**src/rtl/precedence_scheduler.sv**
```systemverilog
// Operator-precedence scheduler: stacks pending operators and issues one reduce per pop. Optional macro PREC_RIGHT_ASSOC_EN.
// Latency: accept N, compare N+1, next accept N+2 without pops; each pop adds 2 cycles with rd_ready high.
// Backpressure: in_ready is low outside IDLE or after err; rd_valid/rd_op are held until rd_ready.
module precedence_scheduler #(
    parameter int CO_N  = 4,
    parameter int DEPTH = 8,
    parameter int PL_N  = 2
) (
    input  logic                       clk,
    input  logic                       reset,
    input  logic                       in_valid,
    output logic                       in_ready,
    input  logic [1:0]                 in_kind,
    input  logic [CO_N-1:0]            in_op,
    input  logic                       pt_we,
    input  logic [CO_N-1:0]            pt_addr,
    input  logic [PL_N-1:0]            pt_prec,
    input  logic                       pt_rassoc,
    output logic                       rd_valid,
    output logic [CO_N-1:0]            rd_op,
    input  logic                       rd_ready,
    output logic                       busy,
    output logic [$clog2(DEPTH+1)-1:0] depth,
    output logic                       err
);
    localparam int DW = $clog2(DEPTH + 1);
    localparam int AW = $clog2(DEPTH);
    localparam int NT = 1 << CO_N;
    localparam logic [DW-1:0] FULL = DW'(DEPTH);

    localparam logic [1:0] S_IDLE  = 2'd0;
    localparam logic [1:0] S_CMP   = 2'd1;
    localparam logic [1:0] S_ISSUE = 2'd2;

    localparam logic [1:0] K_OP    = 2'd0;
    localparam logic [1:0] K_OPEN  = 2'd1;
    localparam logic [1:0] K_CLOSE = 2'd2;
    localparam logic [1:0] K_FLUSH = 2'd3;

    logic [1:0]      state;
    logic [1:0]      kind_q;
    logic [CO_N-1:0] op_q;
    logic [CO_N-1:0] rd_op_q;
    logic [DW-1:0]   cnt;
    logic            err_q;
    logic [CO_N:0]   stack [DEPTH];
    logic [PL_N-1:0] prec_tab [NT];
`ifdef PREC_RIGHT_ASSOC_EN
    logic            rassoc_tab [NT];
`endif

    logic [AW-1:0]   top_idx;
    logic [CO_N:0]   top_ent;
    logic            empty;
    logic            top_mark;
    logic            pop_ok;
    logic            push_req;
    logic [CO_N:0]   push_ent;
    logic            pop_req;
    logic            discard;
    logic            cmp_err;

    assign top_idx  = AW'(cnt - DW'(1));
    assign top_ent  = stack[top_idx];
    assign empty    = (cnt == '0);
    assign top_mark = top_ent[CO_N];

`ifdef PREC_RIGHT_ASSOC_EN
    assign pop_ok = rassoc_tab[op_q] ? (prec_tab[top_ent[CO_N-1:0]] >  prec_tab[op_q])
                                     : (prec_tab[top_ent[CO_N-1:0]] >= prec_tab[op_q]);
`else
    assign pop_ok = (prec_tab[top_ent[CO_N-1:0]] >= prec_tab[op_q]);
`endif

    always_comb begin
        push_req = 1'b0;
        push_ent = '0;
        pop_req  = 1'b0;
        discard  = 1'b0;
        cmp_err  = 1'b0;
        if (state == S_CMP) begin
            case (kind_q)
                K_OP: begin
                    if (!empty && !top_mark && pop_ok) begin
                        pop_req = 1'b1;
                    end else begin
                        push_req = 1'b1;
                        push_ent = {1'b0, op_q};
                    end
                end
                K_OPEN: begin
                    push_req = 1'b1;
                    push_ent = {1'b1, {CO_N{1'b0}}};
                end
                K_CLOSE: begin
                    if (empty)         cmp_err = 1'b1;
                    else if (top_mark) discard = 1'b1;
                    else               pop_req = 1'b1;
                end
                default: begin
                    if (!empty) begin
                        if (top_mark) cmp_err = 1'b1;
                        else          pop_req = 1'b1;
                    end
                end
            endcase
        end
    end

    always_ff @(posedge clk) begin
        if (reset) begin
            state   <= S_IDLE;
            kind_q  <= K_OP;
            op_q    <= '0;
            rd_op_q <= '0;
            cnt     <= '0;
            err_q   <= 1'b0;
            for (int i = 0; i < DEPTH; i++) stack[i] <= '0;
            for (int i = 0; i < NT; i++) begin
                prec_tab[i] <= '0;
`ifdef PREC_RIGHT_ASSOC_EN
                rassoc_tab[i] <= 1'b0;
`endif
            end
        end else begin
            // Table writes land at the edge, so a same-cycle CMP read sees the old entry.
            if (pt_we) begin
                prec_tab[pt_addr] <= pt_prec;
`ifdef PREC_RIGHT_ASSOC_EN
                rassoc_tab[pt_addr] <= pt_rassoc;
`endif
            end
            if (err_q) begin
                state <= S_IDLE;
            end else begin
                case (state)
                    S_IDLE: begin
                        if (in_valid) begin
                            kind_q <= in_kind;
                            op_q   <= in_op;
                            state  <= S_CMP;
                        end
                    end
                    S_CMP: begin
                        state <= S_IDLE;
                        if (cmp_err || (push_req && cnt == FULL)) begin
                            err_q <= 1'b1;
                        end else if (pop_req) begin
                            rd_op_q <= top_ent[CO_N-1:0];
                            state   <= S_ISSUE;
                        end else if (push_req) begin
                            stack[AW'(cnt)] <= push_ent;
                            cnt <= cnt + DW'(1);
                        end else if (discard) begin
                            cnt <= cnt - DW'(1);
                        end
                    end
                    S_ISSUE: begin
                        if (rd_ready) begin
                            cnt   <= cnt - DW'(1);
                            state <= S_CMP;
                        end
                    end
                    default: state <= S_IDLE;
                endcase
            end
        end
    end

    // Reset gates the handshakes combinationally so a pending request vanishes at once.
    assign in_ready = (state == S_IDLE) && !err_q && !reset;
    assign rd_valid = (state == S_ISSUE) && !err_q && !reset;
    assign rd_op    = rd_op_q;
    assign busy     = (state != S_IDLE);
    assign depth    = cnt;
    assign err      = err_q;

    logic unused_ok;
    assign unused_ok = pt_rassoc;
endmodule
```
**config.mk**
```make
export PLATFORM = sky130hd
export DESIGN_NAME = precedence_scheduler
export DESIGN_NICKNAME = d
export VERILOG_FILES = /design/src/rtl/precedence_scheduler.sv
export SDC_FILE = /design/constraint.sdc
export NUM_CORES = 1
export LEC_CHECK = 0
export BUFFER_PORTS_ARGS = -buffer_cell sky130_fd_sc_hd__buf_2
export CORE_MARGIN = 3
export CORE_UTILIZATION = 25
export DETAILED_ROUTE_END_ITERATION = 16
export SKIP_CTS_REPAIR_TIMING = 1
export SLEW_MARGIN = 20
export SYNTH_ARGS = -nofsm -noshare
export SYNTH_HDL_FRONTEND = slang
export SYNTH_SLANG_ARGS = --single-unit
```
**constraint.sdc**
```tcl
create_clock -name clk -period 5.65 [get_ports clk]
set_clock_uncertainty 0.05 [all_clocks]
set_input_delay 1.13 -clock clk [delete_from_list [all_inputs] [get_ports clk]]
set_output_delay 1.13 -clock clk [all_outputs]
set_load 0.01 [all_outputs]
```
* Word-level counts from Yosys, hierarchy flattened
Memories as Yosys holds them, arrays and structs flattened. A register that Yosys moved wholly into a read port is not among the register bits.
Cells that the tools add are included.
** Storage, ports and cells
- Output and inout port bits :: 12
- Bits in registers :: 17
- Memories kept :: 2
- Memory bits (writable) :: 72
- Bits of input ports :: 18
- Word-level logic and storage cells :: 100
** Operators by class
- $add $sub $neg :: 2
- Magnitude comparators :: 1
- Reduce and logical (&&, ||, !) cells :: 25
- Equal/unequal tests :: 10
- Mux-type cells :: 52
- Bitwise gates (word level) :: 2
** Memories
- stack :: depth 8, width 5, rd ports 1, clocked after memory_dff 0, wr ports 8, RTL line 46 : logic [CO_N:0] stack [DEPTH];
- prec_tab :: depth 16, width 2, rd ports 2, clocked after memory_dff 1, wr ports 16, RTL line 47 : logic [PL_N-1:0] prec_tab [NT];
** Operators by type and width (count)
- two-way mux 4 bit :: 9
- two-way mux 1 bit :: 29
- two-way mux 2 bit :: 5
- two-way mux 5 bit :: 2
- one-hot mux 5 bit (2 select lines) :: 1
- != test 2 bit, second input constant :: 4
- one-hot mux 4 bit (2 select lines) :: 1
- logical AND 1 bit :: 7
- one-hot mux 1 bit (2 select lines) :: 3
- one-hot mux 2 bit (3 select lines) :: 1
- AND reduction 6 bit :: 1
- OR reduction 2 bit :: 3
- OR reduction 5 bit :: 1
- adder 4 x 1 -> 4 bit, second input constant :: 1
- == test 2 x 1 -> 1 bit, second input constant :: 2
- == test 2 bit, second input constant :: 2
- == test 4 bit, second input constant :: 1
- zero test 1 bit :: 4
- zero test 2 bit :: 2
- zero test 4 bit :: 1
- AND reduction 4 bit :: 1
- nonzero test 2 bit :: 2
- subtractor 4 x 1 -> 4 bit, second input constant :: 1
- two-way mux 3 bit :: 1
- other kinds (6) :: 7

* Depth between registers and ports, before layout
Gate-level depths: netlist of the first run.
An unclocked memory read counts as a cell.
- Word-level depth :: 17
- Gate-level depth with buffers :: 19
- Depth with buffers taken out :: 15

* Worst setup path after synthesis of the first run
OpenSTA, ideal clock, no wires.
- Kind :: reg-to-reg
- Start point :: reg cnt[0], in the netlist depth[0]
- End point :: mem stack[1][0] (netlist name) (enable)
- Buffers on the path :: 4
- Library setup time :: 376 ps
- Period minus slack after synthesis :: 5197 ps
- Cell stages (with the launch flop) :: 18
- Arrival time :: 4771 ps
- Data required time :: 5224 ps
- Setup slack :: 453 ps
- Cell sequence :: dfxtp_1 > inv_2 > ha_1 > buf_6 > buf_2 > mux4_2 > mux2i_1 > buf_2 > mux2_2 > o22ai_1 > nor2_1 > ha_1 > nand2b_1 > a21oi_1 > o41ai_4 > or2_2 > clkbuf_1 > o31ai_1
** RTL lines
- from (decl) :: RTL line 44 : logic [DW-1:0] cnt;
- from (signal assigned) :: RTL line 153 : cnt <= cnt + DW'(1);
- from (signal assigned) :: RTL line 155 : cnt <= cnt - DW'(1);
- from (signal assigned) :: RTL line 160 : cnt <= cnt - DW'(1);
- to (decl) :: RTL line 46

==> results of run 1 <==
how the worst min path moves through the flow:
stage / startpoint / end
floorplan: op_q[0]$_SDFFE_PP0P_ / flop
global placement: rd_op[1]$_SDFFE_PP0P_ / rd_op[1]$_SDFFE_PP0P_
detailed placement: rd_op[0]$_SDFFE_PP0P_ / rd_op[0]$_SDFFE_PP0P_
CTS: rd_op[0]$_SDFFE_PP0P_ / rd_op[0]$_SDFFE_PP0P_
global route: rd_op[2]$_SDFFE_PP0P_ / rd_op[2]$_SDFFE_PP0P_
finish: rd_op[3]$_SDFFE_PP0P_ / rd_op[3]$_SDFFE_PP0P_
through the flow:
stage / instances / power, mW / hold slack [ns]
finish: 723 / 2.968 / 0.4483
global route: 722 / 3.164 / 0.4840
CTS: 722 / 2.986 / 0.4540
detailed placement: 706 / 2.330 / 0.4442
global placement: 706 / 2.307 / 0.4375
floorplan: 427 / 1.963 / 0.4372
layout make-up:
type                    count  area [um2]
diodes                      1       2.502
clock buffers               9       225.2
clock inverters             7       96.34
fillers                  1943       13310
inverters                   9       33.78
multi-input cells         300        2245
flip-flops and latches     93        2582
well taps                 260       325.3
repair buffers             44       260.3
synth_stat cells, types with 3 or more instances:
cell type	n	area (um2)
a211oi_1	3	22.52
a21oi_1	10	50.05
a31oi_1	3	18.77
and2_1	32	200.2
clkbuf_1	20	75.07
dfxtp_1	21	420.4
edfxtp_1	72	2162
ha_1	5	62.56
inv_1	8	30.03
mux2_2	5	56.30
mux2i_1	35	350.3
mux4_2	19	427.9
nand2_1	17	63.81
nand2b_1	7	43.79
nand3_1	8	40.04
nor2_1	52	195.2
nor3_1	11	55.05
nor3b_1	4	30.03
nor4_1	17	106.4
o21ai_0	22	110.1
o31ai_1	7	52.55
or2_1	4	25.02
or2_2	6	37.54
or3_1	5	31.28
critical path, delay by kind of cell, from the launching register on:
kind                       cells  cell delay [ns]
and+or+nand+nor                3             0.59
adders and majority gates      2             0.80
muxes                          3             0.98
DFF                            1             0.47
buffers and inverters          4             0.86
AOI/OAI and AO/OA              4             1.06
kinds of logic (layout without fill, tap and decap cells):
family | after synthesis | count (layout) | share of synthesized area (%)
compound gates | 59 | 59 | 7.718
xor+xnor | 2 | 2 | 0.3532
fa+ha+maj | 5 | 5 | 1.261
buf+inv | 34 | 69 | 2.774
flops | 93 | 93 | 52.06
mux | 63 | 63 | 17.88
other cells | 0 | 1 | 0
simple gates | 171 | 171 | 17.96
sequential cells by signal (all words and copies together) (netlist names), named ones only:
register  flops
kind_q        2
rd_op         4
op_q          4
depth         4
err           1
prec_tab     32
state         2
stack        40
power by group:
part	switching, mW	internal (mW)
logic	0.835	0.621
registers	0.0646	0.803
clock network	0.256	0.389
total	1.16	1.81
metal layers:
metal,vias up,share of wire [%],wire [um]
li1,1671,-,-
met1,1673,45,5166
met2,89,48,5552
met3,21,4.8,558
met4,4,2.0,225
met5,-,0.23,27
==> impl_metrics.tcl, run 1 <==
set metrics [dict create \
    crit_fanout 11 \
    grt_start_max_net_pins 26 \
    async_flop_share_pct 0 \
    fin_crit_sh_pct 90.30 \
    yosysSeqAreaShare_pct 52.06 \
    synthesis.nets 450 \
    gr-usage-met3_pct 2.313 \
    final_cell_mix "edfxtp_1 (72), nor2_1 (52), mux2i_1 (34)" \
    grt_busiest_layer "met2" \
    final_area_um2 5771 \
    clockBufferDepth 2 \
    reg2reg_slack_ns 0.55 \
    netlist_instances 427 \
    finalCoreUtilization_pct 30.24 \
    fin_setup_tns_ns 0 \
    die_x_um 146.9 \
    whs_path_depth 2 \
    drt_drc_violations_left 0 \
    dieArea_um2 21570 \
    max-slew-margin-rel_pct 52.98 \
    clkSlewWorstSetupHoldPaths_ns 0.07 \
    rsz0062_at_grt "no" \
    io_pins 30 \
    slew_viol_final 0 \
    layout-drive-gt1-share_pct 20.56 \
    drv_cap 0 \
    ant_nets 0 \
    grt_pass1_wl_um 18870 \
    core_um2 19080 \
    synth-main-ff-cell "edfxtp_1" \
    regToRegEndpoint "stack[4][1]$_SDFFCE_PN0P_" \
    worst_setup_path_start_kind "flop" \
    vias 3458 \
    crit_type "flop to flop" \
    cts_tree "yes" \
    gp_congestion 0.8065 \
    synth_edf_count 72 \
    cts_buffers 9 \
    power.leakage_nw 2.022 \
    area_growth_pct 16.32 \
    vias_per_cell 4.783 \
    crit_end "stack[4][1]$_SDFFCE_PN0P_" \
    port_buffers 28 \
    cts.sinks 93 \
    drt_iter0_drc 291 \
    startpoint "depth[1]$_SDFFE_PP0P_" \
    finalHoldViolations 0 \
    die_h_um 146.9 \
    slowest_delay_ns 0.65 \
    num_rows 50 \
    avgSynthCellArea_um2 11.62 \
    crit_arrival_ns 5.11 \
    finalSetupViolations 0 \
    worstPathRequired_ns 5.66 \
    yosysWarnings 0 \
    initial_core_util_pct 26.00 \
    worstSetupEndpointType "flop" \
    grt_overflow 0 \
    insertion_delay_ns 0.34 \
    dpl-instance-area_um2 5446 \
    r2r_start "depth[1]$_SDFFE_PP0P_" \
    r2r_cells 16 \
    dr.pass1.iters 5 \
    final_common_cell "edfxtp_1" \
    ys_seq_elements 93 \
    syn_area_um2 4961 \
    p_per_area_nw_per_um2 514.4 \
    netlist-cell-type-count 51 \
    outcome "finished clean" \
    use_met1_pct 14.20 \
    max_freq_mhz 196.0 \
    tightest_slew_ns 0.7046 \
    grt_pass1_vias 3476 \
    crit_chain "inv_1 > ha_1 > buf_4 > mux2i_1 > mux4_2 > inv_1 > mux2i_1 > a32o_1 > nor2_1 > ha_1 > nand2b_1 > a21oi_1 > o41ai_4 > or2_2 > o21ai_0 > buf_4" \
    place_ws_ns 0.6056 \
    peakVddDrop_mv 0.2245 \
    hp-class "flop to flop" \
    num-nets-final 480 \
    grt_usage_pct 11.10 \
    wl_per_cell_um 15.95 \
    post-route-min-period_ns 5.102 \
    layout_setup_ws_ns 0.5481 \
    place_hpwl_um 8527 \
    routed_wl_um 11530 \
    crit_slowest_cell "mux4_2" \
    grtUsageMet2_pct 18.51 \
    h-tree-depth 3 \
    root_buffer "clkbuf_16" \
    grt_antenna_before_repair 2 \
]
Power figures use the tool's default switching activity.
==> run 2, diff against run 1 <==
Settings changed: RECOVER_POWER set to 50.
==> run 2 against run 1 <==
  * Total power shrank 0.24%
  * Routed wire length up 0.28%
  * Non-clock buffer count unchanged
  * Hold slack better by 0.0026 ns
  * Flip-flop and latch count is the same
  * Die area is the same
  * Design area is 0.30% lower
  * Sequential share of layout area rose by 0.14 points
  * Global-route usage is the same
  * Combinational power hardly changed
  * First-iteration DRC count is 8.6% lower
  * Register-to-register slack improved by 0.02 ns
  * Largest cell class unchanged
==> impl_metrics.tcl, run 2 (synthesized netlist as in run 1, its figures left out) <==
set metrics [dict create \
    outcome "finished clean" \
    clockBufferDepth 2 \
    power_mw 2.961 \
    power.leakage_nw 1.952 \
    tightest_slew_ns 1.025 \
    drt_iter0_drc 266 \
    port_buffers 28 \
    post-route-min-period_ns 5.077 \
    grt_pass1_wl_um 18870 \
    layout-drive-gt1-share_pct 17.97 \
    dr_wl_met2_um 5567 \
    max_freq_mhz 197.0 \
    max-slew-margin-rel_pct 31.64 \
    worst_hold_slack_ns 0.4510 \
    die_h_um 146.9 \
    crit_arrival_ns 5.08 \
    crit_chain "inv_1 > ha_1 > buf_4 > mux2i_1 > mux4_2 > inv_1 > mux2i_1 > a32o_1 > nor2_1 > ha_1 > nand2b_1 > a21oi_1 > o41ai_4 > or2_2 > o21ai_0 > buf_4" \
    routed_wl_um 11560 \
    vias 3431 \
    grt_overflow 0 \
    cts_buffers 9 \
    area_growth_pct 15.96 \
    crit_fanout 11 \
    top_register "stack" \
    h-tree-depth 3 \
    cts_tree "yes" \
    place_ws_ns 0.6056 \
    num_rows 50 \
    clockPowerShare_pct 21.8 \
    insertion_delay_ns 0.34 \
    dpl.cell_count 706 \
    place_hpwl_um 8527 \
    vias_per_cell 4.746 \
    clkSlewWorstSetupHoldPaths_ns 0.07 \
    dieArea_um2 21570 \
    crit_family "compound AO/OA/AOI/OAI gates" \
    final_common_cell "edfxtp_1" \
    slowest_delay_ns 0.65 \
    met1Wirelength_um 5296 \
    met3_wirelength_um 448 \
    fin_cells 723 \
    fillCellCount 1947 \
    drt_drc_violations_left 0 \
    worstSetupEndpointType "flop" \
    layout_setup_ws_ns 0.5730 \
    final_cell_mix "edfxtp_1 (72), nor2_1 (52), mux2i_1 (34)" \
    largest_reg_flops 40 \
    final_area_um2 5753 \
    p_sw_mw 1.157 \
    highest_layer "met5" \
    fin_setup_tns_ns 0 \
    die_x_um 146.9 \
    wl_per_cell_um 15.99 \
    power.share.sequential_pct 29.3 \
    worstPathRequired_ns 5.66 \
    hp-class "flop to flop" \
    p_per_area_nw_per_um2 514.7 \
    dpl-instance-area_um2 5446 \
    fin_crit_sh_pct 89.86 \
    crit_type "flop to flop" \
    grt_usage_pct 11.10 \
    cts.sinks 93 \
    slew_viol_final 0 \
    io_pins 30 \
    reg2reg_slack_ns 0.57 \
    gp_congestion 0.8065 \
    crit_slowest_cell "mux4_2" \
    finalSetupViolations 0 \
    core_um2 19080 \
    grt_start_max_net_pins 26 \
    worst_setup_path_start_kind "flop" \
    num-nets-final 480 \
    peakVddDrop_mv 0.2244 \
    combPwrFrac_pct 48.9 \
    critPathBufInv 4 \
    finalCoreUtilization_pct 30.15 \
    grt_pass1_vias 3476 \
    ant_nets 0 \
    largestRegisters "stack: 40 flops, prec_tab: 32 flops" \
    finalHoldViolations 0 \
    swShare_pct 39.06 \
    intPower_mw 1.805 \
    rsz0062_at_grt "no" \
    grt_antenna_before_repair 2 \
    initial_core_util_pct 26.00 \
    drv_cap 0 \
    root_buffer "clkbuf_16" \
    dr.pass1.iters 4 \
]
[run 2: cell count changes in the layout (fill, tap and decap cells not counted)]
cell,change
clkbuf_1,+12
buf_2,-11
and2_1,-22
and2_0,+22
buf_4,-1
[run 2: area by class of cell]
cell class	instances	area [um2]	share of cell area (%)
flip-flops and latches	93	2582	44.89
inverters	9	33.78	0.5872
clock inverters	7	96.34	1.675
diodes	1	2.502	0.04350
well taps	260	325.3	5.655
repair buffers	44	242.7	4.219
multi-input cells	300	2245	39.02
clock buffers	9	225.2	3.915
[run 2: tightest hold or removal path, delay by kind of cell (launching register included)]
family / cells / cell delay, ns
simple gates: 1 / 0.09
compound gates: 1 / 0.05
flops: 1 / 0.31
[run 2: routing by layer]
| layer | track usage [%] | vias to the layer above |
|---|---|---|
| met4 | 4.186 | 4 |
| li1 | - | 1671 |
| met1 | 14.20 | 1674 |
| met3 | 2.313 | 20 |
| met2 | 18.51 | 62 |
| met5 | 0 | - |
[run 2: final timing paths]
kind,from,end,cells after the start
max,depth[1]$_SDFFE_PP0P_,stack[4][0]$_SDFFCE_PN0P_,16
min reg2reg,rd_op[3]$_SDFFE_PP0P_,rd_op[3]$_SDFFE_PP0P_,2
min,rd_op[3]$_SDFFE_PP0P_,rd_op[3]$_SDFFE_PP0P_,2
max reg2reg,depth[1]$_SDFFE_PP0P_,stack[4][0]$_SDFFCE_PN0P_,16
[run 2: power groups by stage]
stage | combinational (mW) | sequential (mW) | clock [mW]
finish | 1.45 | 0.868 | 0.646
global route | 1.59 | 0.880 | 0.689
CTS | 1.46 | 0.867 | 0.659
detailed placement | 1.45 | 0.881 | 0
global placement | 1.43 | 0.877 | 0
floorplan | 1.10 | 0.865 | 0
==> run 3, diff against run 2 <==
Settings changed: CELL_PAD_IN_SITES_DETAIL_PLACEMENT set to 0, CELL_PAD_IN_SITES_GLOBAL_PLACEMENT set to 1, CORE_UTILIZATION 25 to 47, PLACE_DENSITY_LB_ADDON set to 0.1, SLEW_MARGIN 20 to 25.
==> run 3 against run 2 <==
  * Combinational power about the same
  * Sequential share of layout area is 2.0 points higher
  * Critical endpoint is now stack[2][3]$_SDFFCE_PN0P_
  * Hold slack about the same
  * Global-route usage increased by 9.9 points
  * Sequential power decreased by 0.7%
  * Clock-buffer cell count is the same
==> impl_metrics.tcl, run 3 (synthesized netlist as in run 1, its figures left out) <==
set metrics [dict create \
    outcome "finished clean" \
    crit_chain "clkbuf_1 > mux4_2 > mux2i_2 > buf_4 > mux2i_1 > nand2_1 > a32o_1 > nor2_1 > ha_1 > nand2b_1 > a21oi_1 > o41ai_4 > or2_2 > o31ai_1 > buf_4" \
    worst_hold_slack_ns 0.4506 \
    dr.pass1.iters 4 \
    grt_overflow 0 \
    vias 3456 \
    p_per_area_nw_per_um2 519.3 \
    finalHoldViolations 0 \
    crit_type "flop to flop" \
    drv_cap 0 \
    grt_start_max_net_pins 26 \
    worstSetupPathDepth 15 \
    crit_family "buffers and inverters" \
    h-tree-depth 3 \
    port_buffers 28 \
    root_buffer "clkbuf_8" \
    finalCoreUtilization_pct 55.12 \
    routed_wl_um 11480 \
    largest_reg_flops 40 \
    power.leakage_nw 1.915 \
    worstPathRequired_ns 5.70 \
    slowest_delay_ns 0.72 \
    crit_end "stack[2][3]$_SDFFCE_PN0P_" \
    n_antenna_cell 0 \
    peakVddDrop_mv 0.2210 \
    r2r_cells 15 \
    cp_common_cell "buf_4" \
    grt_pass1_vias 3402 \
    layout-drive-gt1-share_pct 17.97 \
    clkSlewWorstSetupHoldPaths_ns 0.10 \
    gp_congestion 0.8152 \
    finalSetupViolations 0 \
    post-route-min-period_ns 5.102 \
    largestRegisters "stack: 40 flops, prec_tab: 32 flops" \
    clockBufferDepth 2 \
    area_growth_pct 11.10 \
    max-slew-margin-rel_pct 28.15 \
    rsz0062_at_grt "no" \
    crit_fanout 15 \
    tightest_slew_ns 1.075 \
    cts.sinks 93 \
    initial_core_util_pct 49.61 \
    core_um2 10000 \
    crit_arrival_ns 5.15 \
    num_rows 36 \
    num-nets-final 480 \
    place_hpwl_um 8339 \
    regToRegEndpoint "stack[2][3]$_SDFFCE_PN0P_" \
    dpl.cell_count 579 \
    max_freq_mhz 196.0 \
    power_mw 2.862 \
    reg2reg_slack_ns 0.55 \
    insertion_delay_ns 0.37 \
    slew_viol_final 0 \
    hp-class "flop to flop" \
    die_x_um 108.7 \
    crit_slowest_cell "clkbuf_1" \
    critPathBufInv 3 \
    fin_setup_tns_ns 0 \
    top_register "stack" \
    cts_tree "yes" \
    die_h_um 108.7 \
    grt_pass1_wl_um 18480 \
    drt_iter0_drc 290 \
    worst_setup_path_start_kind "flop" \
    drt_drc_violations_left 0 \
    fin_cells 595 \
    io_pins 30 \
    grt_usage_pct 20.96 \
    fin_crit_sh_pct 90.31 \
    startpoint "depth[0]$_SDFFE_PP0P_" \
    fillCellCount 899 \
    cts_buffers 9 \
    grt_antenna_before_repair 0 \
    dieArea_um2 11820 \
    vias_per_cell 5.808 \
    worstSetupEndpointType "flop" \
    ant_nets 0 \
    wl_per_cell_um 19.29 \
    final_cell_mix "edfxtp_1 (72), nor2_1 (52), mux2i_1 (34)" \
    r2r_start "depth[0]$_SDFFE_PP0P_" \
    final_common_cell "edfxtp_1" \
]
-- run 3: cell count changes in the layout (fill, tap and decap cells not counted), moves of 2 or more --
cell,before,now
and2_0,22,24
and2_1,10,8
clkbuf_16,9,0
clkbuf_8,0,9
clkinv_4,0,2
clkinvlp_4,2,0
-- run 3: power breakdown --
group          switching [mW]  internal [mW]
clock network           0.247          0.296
registers              0.0603          0.802
logic                   0.842          0.615
total                    1.15           1.71
-- run 3: per-layer routing --
metal,global-route usage [%],vias to the layer above,wire (um)
li1,-,1668,-
met1,31.68,1693,5437
met2,31.33,91,5300
met3,2.664,4,670
met4,7.124,0,68
met5,0,-,0
-- run 3: through the flow --
step,setup slack [ns],area (um2)
2_1_floorplan,0.4531,4961
3_3_place_gp,0.6012,5288
3_5_place_dp,0.5932,5293
4_1_cts,0.5512,5538
5_1_grt,0.1354,5512
6_report,0.5476,5512
-- run 3: worst min path at each step --
stage | startpoint | endpoint | slack, ns | cells after the start
final | rd_op[3]$_SDFFE_PP0P_ | rd_op[3]$_SDFFE_PP0P_ | 0.45 | 2
after global routing | rd_op[2]$_SDFFE_PP0P_ | rd_op[2]$_SDFFE_PP0P_ | 0.48 | 2
after CTS | rd_op[3]$_SDFFE_PP0P_ | rd_op[3]$_SDFFE_PP0P_ | 0.45 | 2
after detailed placement | rd_op[3]$_SDFFE_PP0P_ | rd_op[3]$_SDFFE_PP0P_ | 0.44 | 2
after global placement | rd_op[1]$_SDFFE_PP0P_ | rd_op[1]$_SDFFE_PP0P_ | 0.42 | 2
after floorplan | op_q[0]$_SDFFE_PP0P_ | flop | 0.44 | 2
-- run 3: layout make-up --
cell class	instances	area (um2)	area share [%]
Timing Repair Buffer	44	239.0	4.336
Sequential cell	93	2582	46.86
Multi-Input combinational cell	300	2245	40.73
Tap cell	133	166.4	3.019
Clock inverter	7	121.4	2.202
Clock buffer	9	123.9	2.247
Inverter	9	33.78	0.6129
-- run 3: worst register-to-register path: stages, from the launching register on --
cell      delay [ns]
dfxtp_1         0.36
clkbuf_1        0.72
mux4_2          0.64
mux2i_2         0.16
buf_4           0.28
mux2i_1         0.22
nand2_1         0.07
a32o_1          0.28
nor2_1          0.13
ha_1            0.24
nand2b_1        0.15
a21oi_1         0.38
o41ai_4         0.16
or2_2           0.39
o31ai_1         0.38
buf_4           0.21
